<file path="src/rtl/fifo_scx_pkg.sv">
// Shared constants, helpers and typedefs for the single-clock width-converting FIFO.
// Lane indices cover ratios up to 16; unit counts cover capacities up to 65535 units.
package fifo_scx_pkg;

    localparam int DEF_WIDTHW   = 2;
    localparam int DEF_WIDTHR   = 4;
    localparam int MAX_LANES    = 16;

    typedef logic [3:0]  lane_t;
    typedef logic [15:0] ucnt_t;

    function automatic int clog2(input int v);
        int r;
        r = 0;
        for (int i = 0; i < 31; i++) begin
            if ((1 << i) < v) r = i + 1;
        end
        return r;
    endfunction

    function automatic int unit_width(input int ww, input int wr);
        return (ww < wr) ? ww : wr;
    endfunction

    function automatic int lanes_of(input int ww, input int wr);
        return (ww > wr) ? (ww / wr) : (wr / ww);
    endfunction

    localparam int DEF_UNIT_W = unit_width(DEF_WIDTHW, DEF_WIDTHR);
    localparam int DEF_LANES  = lanes_of(DEF_WIDTHW, DEF_WIDTHR);

endpackage

</file>
<file path="src/rtl/fifo_scx_wc_if.sv">
// Handshake/data bundle of fifo_scx_wc; error flag signals exist only with FIFO_SCX_ERRFLAG_EN.
interface fifo_scx_wc_if #(
    parameter int WIDTHW  = 2,
    parameter int WIDTHR  = 4,
    parameter int WIDTHUW = 5,
    parameter int WIDTHUR = 4
);
    logic [WIDTHW-1:0]  Data;
    logic               WrEn;
    logic               RdEn;
    logic [WIDTHR-1:0]  Q;
    logic               Full;
    logic               Empty;
    logic               AlmostFull;
    logic               AlmostEmpty;
    logic [WIDTHUW-1:0] WrCount;
    logic [WIDTHUR-1:0] RdCount;
`ifdef FIFO_SCX_ERRFLAG_EN
    logic               Overflow;
    logic               Underflow;

    modport master (output Data, WrEn, RdEn,
                    input  Q, Full, Empty, AlmostFull, AlmostEmpty, WrCount, RdCount,
                           Overflow, Underflow);
    modport slave  (input  Data, WrEn, RdEn,
                    output Q, Full, Empty, AlmostFull, AlmostEmpty, WrCount, RdCount,
                           Overflow, Underflow);
`else
    modport master (output Data, WrEn, RdEn,
                    input  Q, Full, Empty, AlmostFull, AlmostEmpty, WrCount, RdCount);
    modport slave  (input  Data, WrEn, RdEn,
                    output Q, Full, Empty, AlmostFull, AlmostEmpty, WrCount, RdCount);
`endif
endinterface

</file>
<file path="src/rtl/fifo_scx_ram.sv">
// Simple dual-port RAM with wide-word entries split into per-lane memories,
// registered read port and a lane mux selecting the narrow read word.
module fifo_scx_ram
    import fifo_scx_pkg::*;
#(
    parameter int UNIT_W   = 2,
    parameter int LANES    = 2,
    parameter int ENTRIES  = 8,
    parameter int AW       = 3,
    parameter int RD_W     = 4,
    parameter int RD_LANES = 1
) (
    input  logic                    clk,
    input  logic                    srst,
    input  logic [LANES-1:0]        we_i,
    input  logic [AW-1:0]           waddr_i,
    input  logic [LANES*UNIT_W-1:0] wdata_i,
    input  logic                    re_i,
    input  logic [AW-1:0]           raddr_i,
    input  lane_t                   rlane_i,
    output logic [RD_W-1:0]         rdata_o
);
    logic [LANES*UNIT_W-1:0] entry_w;
    logic [RD_W-1:0]         rd_lane_w [RD_LANES];
    lane_t                   rlane_q;

    for (genvar gi = 0; gi < LANES; gi++) begin : g_lane
        logic [UNIT_W-1:0] mem [ENTRIES];
        logic [UNIT_W-1:0] rd_q;

        always_ff @(posedge clk) begin
            if (we_i[gi]) mem[waddr_i] <= wdata_i[gi*UNIT_W +: UNIT_W];
            if (srst)      rd_q <= '0;
            else if (re_i) rd_q <= mem[raddr_i];
        end

        assign entry_w[gi*UNIT_W +: UNIT_W] = rd_q;
    end

    for (genvar gi = 0; gi < RD_LANES; gi++) begin : g_rd
        assign rd_lane_w[gi] = entry_w[gi*RD_W +: RD_W];
    end

    // The lane index is captured with the read so Q holds between accepted reads.
    always_ff @(posedge clk) begin
        if (srst)      rlane_q <= '0;
        else if (re_i) rlane_q <= rlane_i;
    end

    always_comb begin
        rdata_o = rd_lane_w[0];
        for (int i = 0; i < RD_LANES; i++) begin
            if (rlane_q == lane_t'(i)) rdata_o = rd_lane_w[i];
        end
    end

endmodule

</file>
<file path="src/rtl/fifo_scx_wc.sv">
// Single-clock FIFO with power-of-two width conversion, thresholds and live counts.
// Define FIFO_SCX_ERRFLAG_EN to add sticky Overflow/Underflow outputs.
module fifo_scx_wc
    import fifo_scx_pkg::*;
#(
    parameter int module_widthw       = 2,
    parameter int module_widthr       = 4,
    parameter int module_numwordsw    = 16,
    parameter int module_widthuw      = 5,
    parameter int module_widthur      = 4,
    parameter int module_amfull_flag  = 1,
    parameter int module_amempty_flag = 1
) (
    input  logic          Clock,
    input  logic          Reset,
    fifo_scx_wc_if.slave  bus
);
    localparam int U     = unit_width(module_widthw, module_widthr);
    localparam int W     = module_widthw / U;
    localparam int R     = module_widthr / U;
    localparam int LANES = lanes_of(module_widthw, module_widthr);
    localparam int D     = module_numwordsw * W;
    localparam int NE    = D / LANES;
    localparam int AW    = (clog2(NE) > 0) ? clog2(NE) : 1;
    localparam int WL    = LANES / W;
    localparam int RL    = LANES / R;
    localparam int WSH   = clog2(W);
    localparam int RSH   = clog2(R);

    logic [AW-1:0]             wr_ptr_q, wr_ptr_d, rd_ptr_q, rd_ptr_d;
    lane_t                     wr_lane_q, wr_lane_d, rd_lane_q, rd_lane_d;
    ucnt_t                     cnt_q, cnt_d;
    logic                      full_q, full_d, empty_q, empty_d;
    logic                      afull_q, afull_d, aempty_q, aempty_d;
    logic [module_widthuw-1:0] wr_count_q, wr_count_d;
    logic [module_widthur-1:0] rd_count_q, rd_count_d;
    logic                      wr_acc, rd_acc;
    logic [LANES-1:0]          we_lane;
    logic [LANES*U-1:0]        wdata;

    assign wr_acc = bus.WrEn && !full_q;
    assign rd_acc = bus.RdEn && !empty_q;
    assign wdata  = {WL{bus.Data}};

    // Narrow writes hit one lane group; a wide write (WL == 1) enables every lane.
    for (genvar gi = 0; gi < LANES; gi++) begin : g_we
        assign we_lane[gi] = wr_acc && (wr_lane_q == lane_t'(gi / W));
    end

    always_comb begin
        wr_ptr_d  = wr_ptr_q;
        wr_lane_d = wr_lane_q;
        rd_ptr_d  = rd_ptr_q;
        rd_lane_d = rd_lane_q;
        if (wr_acc) begin
            if (wr_lane_q == lane_t'(WL - 1)) begin
                wr_lane_d = '0;
                wr_ptr_d  = (wr_ptr_q == AW'(NE - 1)) ? '0 : wr_ptr_q + AW'(1);
            end else begin
                wr_lane_d = wr_lane_q + lane_t'(1);
            end
        end
        if (rd_acc) begin
            if (rd_lane_q == lane_t'(RL - 1)) begin
                rd_lane_d = '0;
                rd_ptr_d  = (rd_ptr_q == AW'(NE - 1)) ? '0 : rd_ptr_q + AW'(1);
            end else begin
                rd_lane_d = rd_lane_q + lane_t'(1);
            end
        end
        cnt_d      = cnt_q + (wr_acc ? ucnt_t'(W) : ucnt_t'(0)) - (rd_acc ? ucnt_t'(R) : ucnt_t'(0));
        wr_count_d = module_widthuw'(cnt_d >> WSH);
        rd_count_d = module_widthur'(cnt_d >> RSH);
        full_d     = (ucnt_t'(D) - cnt_d) < ucnt_t'(W);
        empty_d    = cnt_d < ucnt_t'(R);
        afull_d    = int'(wr_count_d) >= (module_numwordsw - module_amfull_flag);
        aempty_d   = int'(rd_count_d) <= module_amempty_flag;
    end

    always_ff @(posedge Clock) begin
        if (Reset) begin
            wr_ptr_q   <= '0;
            wr_lane_q  <= '0;
            rd_ptr_q   <= '0;
            rd_lane_q  <= '0;
            cnt_q      <= '0;
            wr_count_q <= '0;
            rd_count_q <= '0;
            full_q     <= 1'b0;
            empty_q    <= 1'b1;
            afull_q    <= (module_amfull_flag >= module_numwordsw);
            aempty_q   <= 1'b1;
        end else begin
            wr_ptr_q   <= wr_ptr_d;
            wr_lane_q  <= wr_lane_d;
            rd_ptr_q   <= rd_ptr_d;
            rd_lane_q  <= rd_lane_d;
            cnt_q      <= cnt_d;
            wr_count_q <= wr_count_d;
            rd_count_q <= rd_count_d;
            full_q     <= full_d;
            empty_q    <= empty_d;
            afull_q    <= afull_d;
            aempty_q   <= aempty_d;
        end
    end

    fifo_scx_ram #(
        .UNIT_W   (U),
        .LANES    (LANES),
        .ENTRIES  (NE),
        .AW       (AW),
        .RD_W     (module_widthr),
        .RD_LANES (RL)
    ) u_ram (
        .clk     (Clock),
        .srst    (Reset),
        .we_i    (we_lane),
        .waddr_i (wr_ptr_q),
        .wdata_i (wdata),
        .re_i    (rd_acc),
        .raddr_i (rd_ptr_q),
        .rlane_i (rd_lane_q),
        .rdata_o (bus.Q)
    );

    assign bus.Full        = full_q;
    assign bus.Empty       = empty_q;
    assign bus.AlmostFull  = afull_q;
    assign bus.AlmostEmpty = aempty_q;
    assign bus.WrCount     = wr_count_q;
    assign bus.RdCount     = rd_count_q;

`ifdef FIFO_SCX_ERRFLAG_EN
    logic ovf_q, udf_q;

    always_ff @(posedge Clock) begin
        if (Reset) begin
            ovf_q <= 1'b0;
            udf_q <= 1'b0;
        end else begin
            ovf_q <= ovf_q | (bus.WrEn && full_q);
            udf_q <= udf_q | (bus.RdEn && empty_q);
        end
    end

    assign bus.Overflow  = ovf_q;
    assign bus.Underflow = udf_q;
`endif

endmodule

</file>
<file path="src/flat_wrapper.sv">
// flat-port wrapper written by rule: the top's interface ports become plain ports
module fifo_scx_wc_flat import fifo_scx_pkg::*;
#(
    parameter int module_widthw       = 2,
    parameter int module_widthr       = 4,
    parameter int module_numwordsw    = 16,
    parameter int module_widthuw      = 5,
    parameter int module_widthur      = 4,
    parameter int module_amfull_flag  = 1,
    parameter int module_amempty_flag = 1
)
  (Clock, Reset, bus_Data, bus_WrEn, bus_RdEn, bus_Q, bus_Full, bus_Empty, bus_AlmostFull, bus_AlmostEmpty, bus_WrCount, bus_RdCount);
  fifo_scx_wc_if #(.WIDTHW(2), .WIDTHR(4), .WIDTHUW(5), .WIDTHUR(4)) bus_i ();
  input  logic Clock;
  input  logic Reset;
  input wire logic [$bits(bus_i.Data)-1:0] bus_Data;
  input wire logic [$bits(bus_i.WrEn)-1:0] bus_WrEn;
  input wire logic [$bits(bus_i.RdEn)-1:0] bus_RdEn;
  output wire logic [$bits(bus_i.Q)-1:0] bus_Q;
  output wire logic [$bits(bus_i.Full)-1:0] bus_Full;
  output wire logic [$bits(bus_i.Empty)-1:0] bus_Empty;
  output wire logic [$bits(bus_i.AlmostFull)-1:0] bus_AlmostFull;
  output wire logic [$bits(bus_i.AlmostEmpty)-1:0] bus_AlmostEmpty;
  output wire logic [$bits(bus_i.WrCount)-1:0] bus_WrCount;
  output wire logic [$bits(bus_i.RdCount)-1:0] bus_RdCount;
  assign bus_i.Data = bus_Data;
  assign bus_i.WrEn = bus_WrEn;
  assign bus_i.RdEn = bus_RdEn;
  assign bus_Q = bus_i.Q;
  assign bus_Full = bus_i.Full;
  assign bus_Empty = bus_i.Empty;
  assign bus_AlmostFull = bus_i.AlmostFull;
  assign bus_AlmostEmpty = bus_i.AlmostEmpty;
  assign bus_WrCount = bus_i.WrCount;
  assign bus_RdCount = bus_i.RdCount;
  fifo_scx_wc #(.module_widthw(module_widthw), .module_widthr(module_widthr), .module_numwordsw(module_numwordsw), .module_widthuw(module_widthuw), .module_widthur(module_widthur), .module_amfull_flag(module_amfull_flag), .module_amempty_flag(module_amempty_flag)) u_core (.Clock(Clock), .Reset(Reset), .bus(bus_i));
endmodule
</file>
<file path="config.mk">
export PLATFORM = sky130hd
export DESIGN_NAME = fifo_scx_wc_flat
export DESIGN_NICKNAME = d
export VERILOG_FILES = /design/src/rtl/fifo_scx_pkg.sv /design/src/rtl/fifo_scx_wc_if.sv /design/src/rtl/fifo_scx_ram.sv /design/src/rtl/fifo_scx_wc.sv /design/src/flat_wrapper.sv
export SDC_FILE = /design/constraint.sdc
export NUM_CORES = 1
export LEC_CHECK = 0
export BUFFER_PORTS_ARGS = -buffer_cell sky130_fd_sc_hd__buf_2
export CAP_MARGIN = 20
export CORE_ASPECT_RATIO = 0.5
export CORE_MARGIN = 1.5
export CORE_UTILIZATION = 50
export DETAILED_ROUTE_END_ITERATION = 8
export GPL_ROUTABILITY_DRIVEN = 0
export PLACE_DENSITY = 0.7
export SLEW_MARGIN = 5
export SYNTH_ARGS = -nofsm -noshare
export SYNTH_HDL_FRONTEND = slang
export SYNTH_HIERARCHICAL = 1
export SYNTH_SLANG_ARGS = --single-unit
</file>
<file path="constraint.sdc">
create_clock -name Clock -period 2.6 [get_ports Clock]
set_clock_uncertainty 0.05 [all_clocks]
set_input_delay 0.26 -clock Clock [delete_from_list [all_inputs] [get_ports Clock]]
set_output_delay 0.26 -clock Clock [all_outputs]
set_load 0.03 [all_outputs]
</file>
==> metrics.md, run 1 <==
| Metric | Value |
|---|---|
| Total Nets Final | 423 |
| Synth top cells by count | 45 x nor2_1, 38 x dfxtp_1, 32 x edfxtp_1 |
| Antenna Violating Nets Remaining | 0 |
| Endpoints failing setup | 2 |
| Largest net degree at the start of global routing | 36 |
| RR Endpoint | u_core/bus.Full$_SDFF_PP0_ |
| CP top delay family | compound AO/OA/AOI/OAI gates |
| Clk root buf | clkbuf_16 |
| Relative slew slack | 52.4% |
| Total Wirelength | 7.64 mm |
| Maximum VDD drop | 477 uV |
| Vias in the first global route | 2748 |
| Status | finished with violations |
| Critical path capture point type | flip-flop |
| Synth-to-layout area growth | 14.9% |
| Sequential cell area | 1730 sq um |
| Minimum clock period | 2.68 ns |
| Initial antenna violation count | 0 |
| Sum Neg Setup Slack | -0.144 ns |
| Hold Path Class | input port to flip-flop |
| Clock sink total | 70 |
| Reg-to-reg setup timing slack | -0.08 ns |
| Die Span Y | 64.3 um |
| Syn avg cell area | 10.4 sq um |
| Io pins | 23 |
| TritonCTS clock tree | done |
| Dpl hpwl | 5.50 mm |
| Multi-input gate area | 1830 sq um |
| Yosys top cell by area | edfxtp_1 |
| Maximum buffer depth of the clock tree | 2 |
| Reg-to-reg startpoint | u_core/bus.Full$_SDFF_PP0_ |
| Gate count of the mapped netlist | 361 |
| CP Data Required Time | 2.81 ns |
| Initial DRC Count | 173 |
| #FFs+latches synth | 70 |
| Largest stage delay, worst path | 0.49 ns |
| Vias post-DR | 2766 |
| Tot GR Track Use | 20.0% |
| Pwr per Cell Area | 1270 nW/um^2 |
| Max Fclk | 373 MHz |
| Final slew viol count | 0 |
| EDFF count, synth | 32 |
| CP bufs+invs | 1 |
| H-tree depth | 3 |
| Failing checks | setup timing |
| Count of cell types in the netlist | 59 |
| Worst-path clk slew | 0.05 ns |
| Syn nets | 389 |
| RSZ-0062 raised after global routing | true |
| Layout fillers | 575 |
| Crit path from | u_core/bus.Full$_SDFF_PP0_ |
| Critical path peak fanout | 4 |
| Worst path cell trace | nor2b_1 -> ha_1 -> inv_1 -> ha_4 -> nor2b_4 -> o2111a_2 -> nor3b_1 -> o311ai_0 -> a21oi_1 -> xor2_1 -> and4_1 |
| Die width | 126 um |
| Hold_buf cts | 0 |
| Port-buffer cells | 22 |
| Initial Util | 51.5% |
| Remaining DRCs | 0 |
| Avg WL per Cell | 15.4 um |
| Max capacitance violation total | 0 |
| Synth area leaders | edfxtp_1 26%, dfxtp_1 20%, ha_1 7.3% |
| CP arrival | 2.90 ns |
| Tightest Pin Transition | 0.712 ns |
| Row count | 22 |
| Synth warnings | 6 |
| Final worst setup slack | -0.0840 ns |
| Post-synth top area share | 25.6% |
| Pleak | 1.70 nW |
| Seq/Total Area, Yosys | 45.8% |
| First-pass DRT Iterations | 4 |
| Crit path depth | 11 |
| Slowest-stage cell, CP | o311ai_0 |
| Synth Flop Type | dfxtp_1 |
| Vias per cell | 5.58 |
| Tcrit/Tclk final | 103% |
| Final-report hold violation count | 0 |
| Kind of critical path | flip-flop to flip-flop |
| Post-DP Area | 4030 sq um |
| Antenna Cells | 0 |
| Mapped Area | 3760 sq um |
| Core Area | 7290 sq um |
| First-pass GRT wire length | 12.7 mm |
| Most frequent cell after synthesis | nor2_1 |
| CP Launch Type | flip-flop |
| Non-Filler Cell Area, Final | 4320 sq um |
| Register-to-Register Path Depth | 11 |
| Clk_lat worst skew | 0.33 ns |
| Hold slack | 0.270 ns |
| Critical path endpoint | u_core/bus.Full$_SDFF_PP0_ |
| Area of the die | 8070 sq um |
| Async SR Flop Fraction | 0% |
| Num CTS Buffers | 9 |
| Share of cells above drive strength 1 | 21.8% |
| GRT overflow | 0 |
flip-flops by register name, indices dropped and copies added, names as in the netlist:
register	cells
u_core/bus.AlmostFull	1
u_core/rd_ptr_q	3
u_core/u_ram/g_lane.mem	32
u_core/u_ram/g_lane.rd_q	4
u_core/bus.Full	1
u_core/bus.AlmostEmpty	1
u_core/rd_lane_q	4
u_core/wr_ptr_q	3
u_core/wr_lane_q	4
u_core/cnt_q	16
u_core/bus.Empty	1
final cells by class:
cell class | instances | share of cell area (%)
Clock buffer | 10 | 5.30
Timing Repair Buffer | 44 | 6.46
Clock inverter | 6 | 0.899
Multi-Input combinational cell | 246 | 42.5
Tap cell | 96 | 2.78
Inverter | 24 | 2.09
Sequential cell | 70 | 40.0
power breakdown:
part           leakage, nW  switching (mW)  internal (mW)  total (mW)
sequential           0.603          0.0756           1.29        1.37
combinational        0.971            1.71           1.29        3.01
clock                0.130           0.448          0.641        1.09
cell families after synthesis:
| logic type | count (synthesis) | share of synthesized area [%] |
|---|---|---|
| compound gates | 56 | 11.3 |
| fa+ha+maj | 22 | 7.33 |
| flops | 70 | 45.8 |
| simple gates | 128 | 17.3 |
| xor+xnor | 16 | 3.73 |
| buf+inv | 45 | 6.86 |
| mux | 24 | 7.73 |
layer usage:
metal  up-vias  GRT usage, %  share of wire [%]
li1       1364             -                  -
met5         -             0                  0
met2        51          36.1                 50
met1      1336          22.7                 44
met3        15          5.19                3.8
met4         0          8.24                2.0
what timing repair did:
| action | CTS | global route |
|---|---|---|
| gates resized for setup | 2 | 0 |
| pin swaps | 2 | 1 |
| setup buffers | 1 | 0 |
| setup endpoints to repair | 2 | 3 |
through the flow:
step	std cells	utilization (%)	worst slack, ns	power, mW
after floorplan	361	-	-0.0668	3.62
after global placement	479	55.3	-0.0645	4.23
after detailed placement	479	55.3	-0.126	4.29
after CTS	496	59.2	-0.0851	5.44
after global routing	496	59.2	-0.215	5.80
final	496	59.2	-0.0840	5.46
worst register-to-register path: cells and delay by family (launching register included):
kind | cells | cell delay, ns
flip-flops | 1 | 0.31
XOR/XNOR | 1 | 0.34
AO/OA/AOI/OAI | 3 | 0.88
adder cells (fa/ha/maj) | 2 | 0.38
AND/OR/NAND/NOR | 4 | 0.60
buffers and inverters | 1 | 0.08
worst min-delay path by stage:
stage,start,to,depth (start not counted)
2_1_floorplan,Reset,u_core/u_ram/g_lane[0].rd_q[0]$_SDFFE_PP0P_,1
3_3_place_gp,u_core/u_ram/g_lane[1].rd_q[1]$_SDFFE_PP0P_,u_core/u_ram/g_lane[1].rd_q[1]$_SDFFE_PP0P_,2
3_5_place_dp,u_core/u_ram/g_lane[1].rd_q[0]$_SDFFE_PP0P_,u_core/u_ram/g_lane[1].rd_q[0]$_SDFFE_PP0P_,2
4_1_cts,bus_Data[1],u_core/u_ram/g_lane[1].mem[0][1]$_DFFE_PP_,1
5_1_grt,bus_Data[0],u_core/u_ram/g_lane[1].mem[7][0]$_DFFE_PP_,1
6_report,bus_Data[0],u_core/u_ram/g_lane[1].mem[7][0]$_DFFE_PP_,1
cells in the final DEF, fill, tap and decap left out, types with 3 or more instances in the layout:
| cell type | Yosys | final |
|---|---|---|
| nand3_1 | 6 | 6 |
| edfxtp_1 | 32 | 32 |
| nand4_1 | 5 | 5 |
| inv_1 | 24 | 23 |
| nor3_1 | 15 | 14 |
| a31oi_1 | 3 | 3 |
| nand2b_1 | 8 | 7 |
| xor2_1 | 11 | 11 |
| ha_4 | 0 | 3 |
| a21o_1 | 3 | 3 |
| buf_2 | 1 | 22 |
| a21oi_1 | 15 | 15 |
| nor4_1 | 3 | 3 |
| nor2_1 | 45 | 45 |
| nand2_1 | 24 | 24 |
| buf_4 | 9 | 21 |
| dfxtp_1 | 38 | 36 |
| mux2i_1 | 20 | 20 |
| ha_1 | 22 | 19 |
| o21ai_0 | 5 | 5 |
| mux4_2 | 4 | 4 |
| a211oi_1 | 6 | 6 |
| or3_1 | 4 | 4 |
| xnor2_1 | 5 | 5 |
| clkbuf_16 | 0 | 9 |
| o21a_1 | 3 | 3 |
| nor2b_1 | 4 | 4 |
Note: power is estimated with default switching activity, not from simulation.
==> inputs of run 2 (changes only) <==
- ABC_CLOCK_PERIOD_IN_PS: not set -> 2600
- BUFFER_PORTS_ARGS: -buffer_cell sky130_fd_sc_hd__buf_2 -> -buffer_cell sky130_fd_sc_hd__clkbuf_2
- TNS_END_PERCENT: not set -> 100
==> run 2 against run 1 <==
Against the previous run: the flow still finishes with violations (setup timing); sequential power is essentially flat; via count grew 0.51%; global-route usage is essentially flat; largest cell class unchanged; highest routed layer unchanged.
==> metrics.md, run 2 (synthesis gave the netlist of run 1 again) <==
| Metric | Value |
|---|---|
| Synth-to-layout area growth | 16.7% |
| Endpoints failing setup | 2 (unchanged) |
| CP arrival | 2.97 ns (+0.07 ns) |
| Critical path capture point type | flip-flop |
| Max Fclk | 363 MHz (-2.6%) |
| Total Wirelength | 7.71 mm (+1.0%) |
| Largest stage delay, worst path | 0.38 ns (-0.11 ns) |
| Routing usage on met2 | 35.7% (-0.48 points) |
| Failing checks | setup timing |
| Share of cells above drive strength 1 | 22.9% (+1.1 points) |
| Worst path cell trace | nand2b_4 -> ha_4 -> ha_4 -> or3_1 -> o221a_4 -> buf_4 -> a211oi_1 -> a31o_2 -> o2111ai_1 -> nor4_2 -> and4_1 |
| Tot GR Track Use | 20.0% (+0.048 points) |
| Core Area | 7290 sq um (unchanged) |
| Placed instance count | 479 (unchanged) |
| Antenna Cells | 0 (unchanged) |
| CP top delay family | simple AND/OR/NAND/NOR gates |
| M3 GR Usage | 4.61% (-0.59 points) |
| Commonest non-fill, non-tap cell in the layout | nor2_1 |
| Status | finished with violations |
| Initial Util | 51.5% (unchanged) |
| Tcrit/Tclk final | 106% (+2.8 points) |
| CP Data Required Time | 2.81 ns (about the same) |
| Internal | 3.37 mW (+4.4%) |
| Max capacitance violation total | 0 (unchanged) |
| P_sw | 2.28 mW (+1.8%) |
| CP Launch Type | flip-flop |
| Final-report hold violation count | 0 (unchanged) |
| RSZ-0062 raised after global routing | true |
| Row count | 22 (unchanged) |
| Worst slack, placed | -0.130 ns (-0.00437 ns) |
| Io pins | 23 (unchanged) |
| Total Nets Final | 425 (+0.47%) |
| First-pass DRT Iterations | 5 (+1) |
| Crit path from | u_core/bus.Empty$_SDFF_PP1_ |
| GRT overflow | 0 (unchanged) |
| Num CTS Buffers | 9 (unchanged) |
| CP most frequent cell | ha_4 |
| Relative slew slack | 54.3% (+1.9 points) |
| Pleak | 1.72 nW (+1.1%) |
| Avg WL per Cell | 15.5 um (+0.60%) |
| Area of the die | 8070 sq um (unchanged) |
| Tightest Pin Transition | 0.683 ns (-0.0284 ns) |
| Sequential Power Share | 24.3% (-0.7 points) |
| Total power | 5.64 mW (+3.3%) |
| Minimum clock period | 2.76 ns (+0.0726 ns) |
| Die Span Y | 64.3 um (unchanged) |
| H-tree depth | 3 (unchanged) |
| CP bufs+invs | 1 (unchanged) |
| Initial DRC Count | 254 (+47%) |
| Slowest-stage cell, CP | or3_1 |
| Max reg flops | 32 (unchanged) |
| Clock sink total | 70 (unchanged) |
| Worst-path clk slew | 0.06 ns (about the same) |
| Port-buffer cells | 22 (unchanged) |
| Critical path peak fanout | 4 (unchanged) |
| TritonCTS clock tree | done |
| Initial antenna violation count | 0 (unchanged) |
| Final worst setup slack | -0.157 ns (-0.0726 ns) |
| Commonest non-fill, non-tap cells in the layout | 45 x nor2_1, 36 x dfxtp_1, 32 x edfxtp_1 |
| GRT met1 Usage | 23.8% (+1.2 points) |
| Dpl hpwl | 5.51 mm (+0.20%) |
| Largest net degree at the start of global routing | 33 (-8.3%) |
| Vias post-DR | 2780 (+0.51%) |
| Final slew viol count | 0 (unchanged) |
| Largest registers | u_core/u_ram/g_lane.mem (32), u_core/cnt_q (16) |
| Reg-to-reg startpoint | u_core/bus.Empty$_SDFF_PP1_ |
| Maximum VDD drop | 495 uV (+3.8%) |
| Clock share of power | 21.9% (+2.0 points) |
| Hold Path Class | input port to flip-flop |
| Clk root buf | clkbuf_16 |
| Vias per cell | 5.58 (+0.10%) |
| Fin util | 60.1% (+0.89 points) |
| Hold path start | Reset |
| Hold_buf cts | 0 (unchanged) |
| Comb pwr share | 53.9% (-1.2 points) |
| Post-route non-filler standard cell count | 498 (+0.40%) |
| Antenna Violating Nets Remaining | 0 (unchanged) |
| Pwr per Cell Area | 1290 nW/um^2 (+1.8%) |
| Most flop-heavy register | u_core/u_ram/g_lane.mem |
| Kind of critical path | flip-flop to flip-flop |
| Sw Share | 40.3% (-0.61 points) |
| Grt peak-use layer | met2 |
| Remaining DRCs | 0 (unchanged) |
| Clk_lat worst skew | 0.33 ns (about the same) |
| First-pass GRT wire length | 12.6 mm (-0.17%) |
| Hold slack | 0.109 ns (-0.161 ns) |
| Vias in the first global route | 2688 (-2.2%) |
| Die width | 126 um (unchanged) |
| Maximum buffer depth of the clock tree | 2 (unchanged) |
-- run 2: cell types whose count changed in the layout (fill, tap and decap cells not counted), moves of 2 or more --
cell	before	now
buf_2	22	0
clkbuf_2	0	22
inv_6	0	3
buf_4	21	23
clkinv_2	2	0
clkinv_4	2	0
clkinvlp_4	1	3
-- run 2: power groups by stage --
stage | sequential [mW] | clock (mW) | combinational [mW]
2_1_floorplan | 1.42 | 0 | 2.20
3_3_place_gp | 1.39 | 0 | 2.83
3_5_place_dp | 1.39 | 0 | 2.89
4_1_cts | 1.37 | 1.26 | 2.95
5_1_grt | 1.39 | 1.32 | 3.33
6_report | 1.37 | 1.23 | 3.04
-- run 2: layer usage --
metal	vias up	share of wire, %
met2	61	52
met4	0	0.47
met3	6	3.4
li1	1375	-
met1	1338	45
met5	-	0
-- run 2: worst paths after layout --
path / endpoint / slack [ns] / cells after the start
setup reg to reg: u_core/bus.Full$_SDFF_PP0_ / -0.16 / 11
setup / recovery: u_core/bus.Full$_SDFF_PP0_ / -0.16 / 11
hold / removal: u_core/cnt_q[1]$_SDFF_PP0_ / 0.11 / 2
hold reg to reg: u_core/u_ram/g_lane[1].rd_q[1]$_SDFFE_PP0P_ / 0.44 / 2
-- run 2: per-stage QoR --
step	setup TNS (ns)	cell area (sq um)
2_1_floorplan	-0.115	3810
3_3_place_gp	-0.101	4030
3_5_place_dp	-0.252	4030
4_1_cts	-0.208	4360
5_1_grt	-0.529	4380
6_report	-0.306	4380
-- run 2: layout make-up --
| class | count | area, sq um |
|---|---|---|
| Clock buffer | 9 | 225 |
| Clock inverter | 7 | 78.8 |
| Fill cell | 591 | 2910 |
| Inverter | 24 | 90.1 |
| Multi-Input combinational cell | 246 | 1850 |
| Sequential cell | 70 | 1730 |
| Tap cell | 96 | 120 |
| Timing Repair Buffer | 46 | 294 |
-- run 2: repair_timing --
item,CTS,global route
buffers inserted,2,1
pin swaps,2,3
resized for setup,2,2
endpoints found under the setup margin,2,3
-- run 2: worst reg2reg max path, delay by kind of cell (launching register included) --
| family | cells | cell delay (ns) |
|---|---|---|
| AND/OR/NAND/NOR | 4 | 1.04 |
| AO/OA/AOI/OAI | 4 | 0.80 |
| flip-flops | 1 | 0.34 |
| adder cells (fa/ha/maj) | 2 | 0.32 |
| buffers and inverters | 1 | 0.16 |
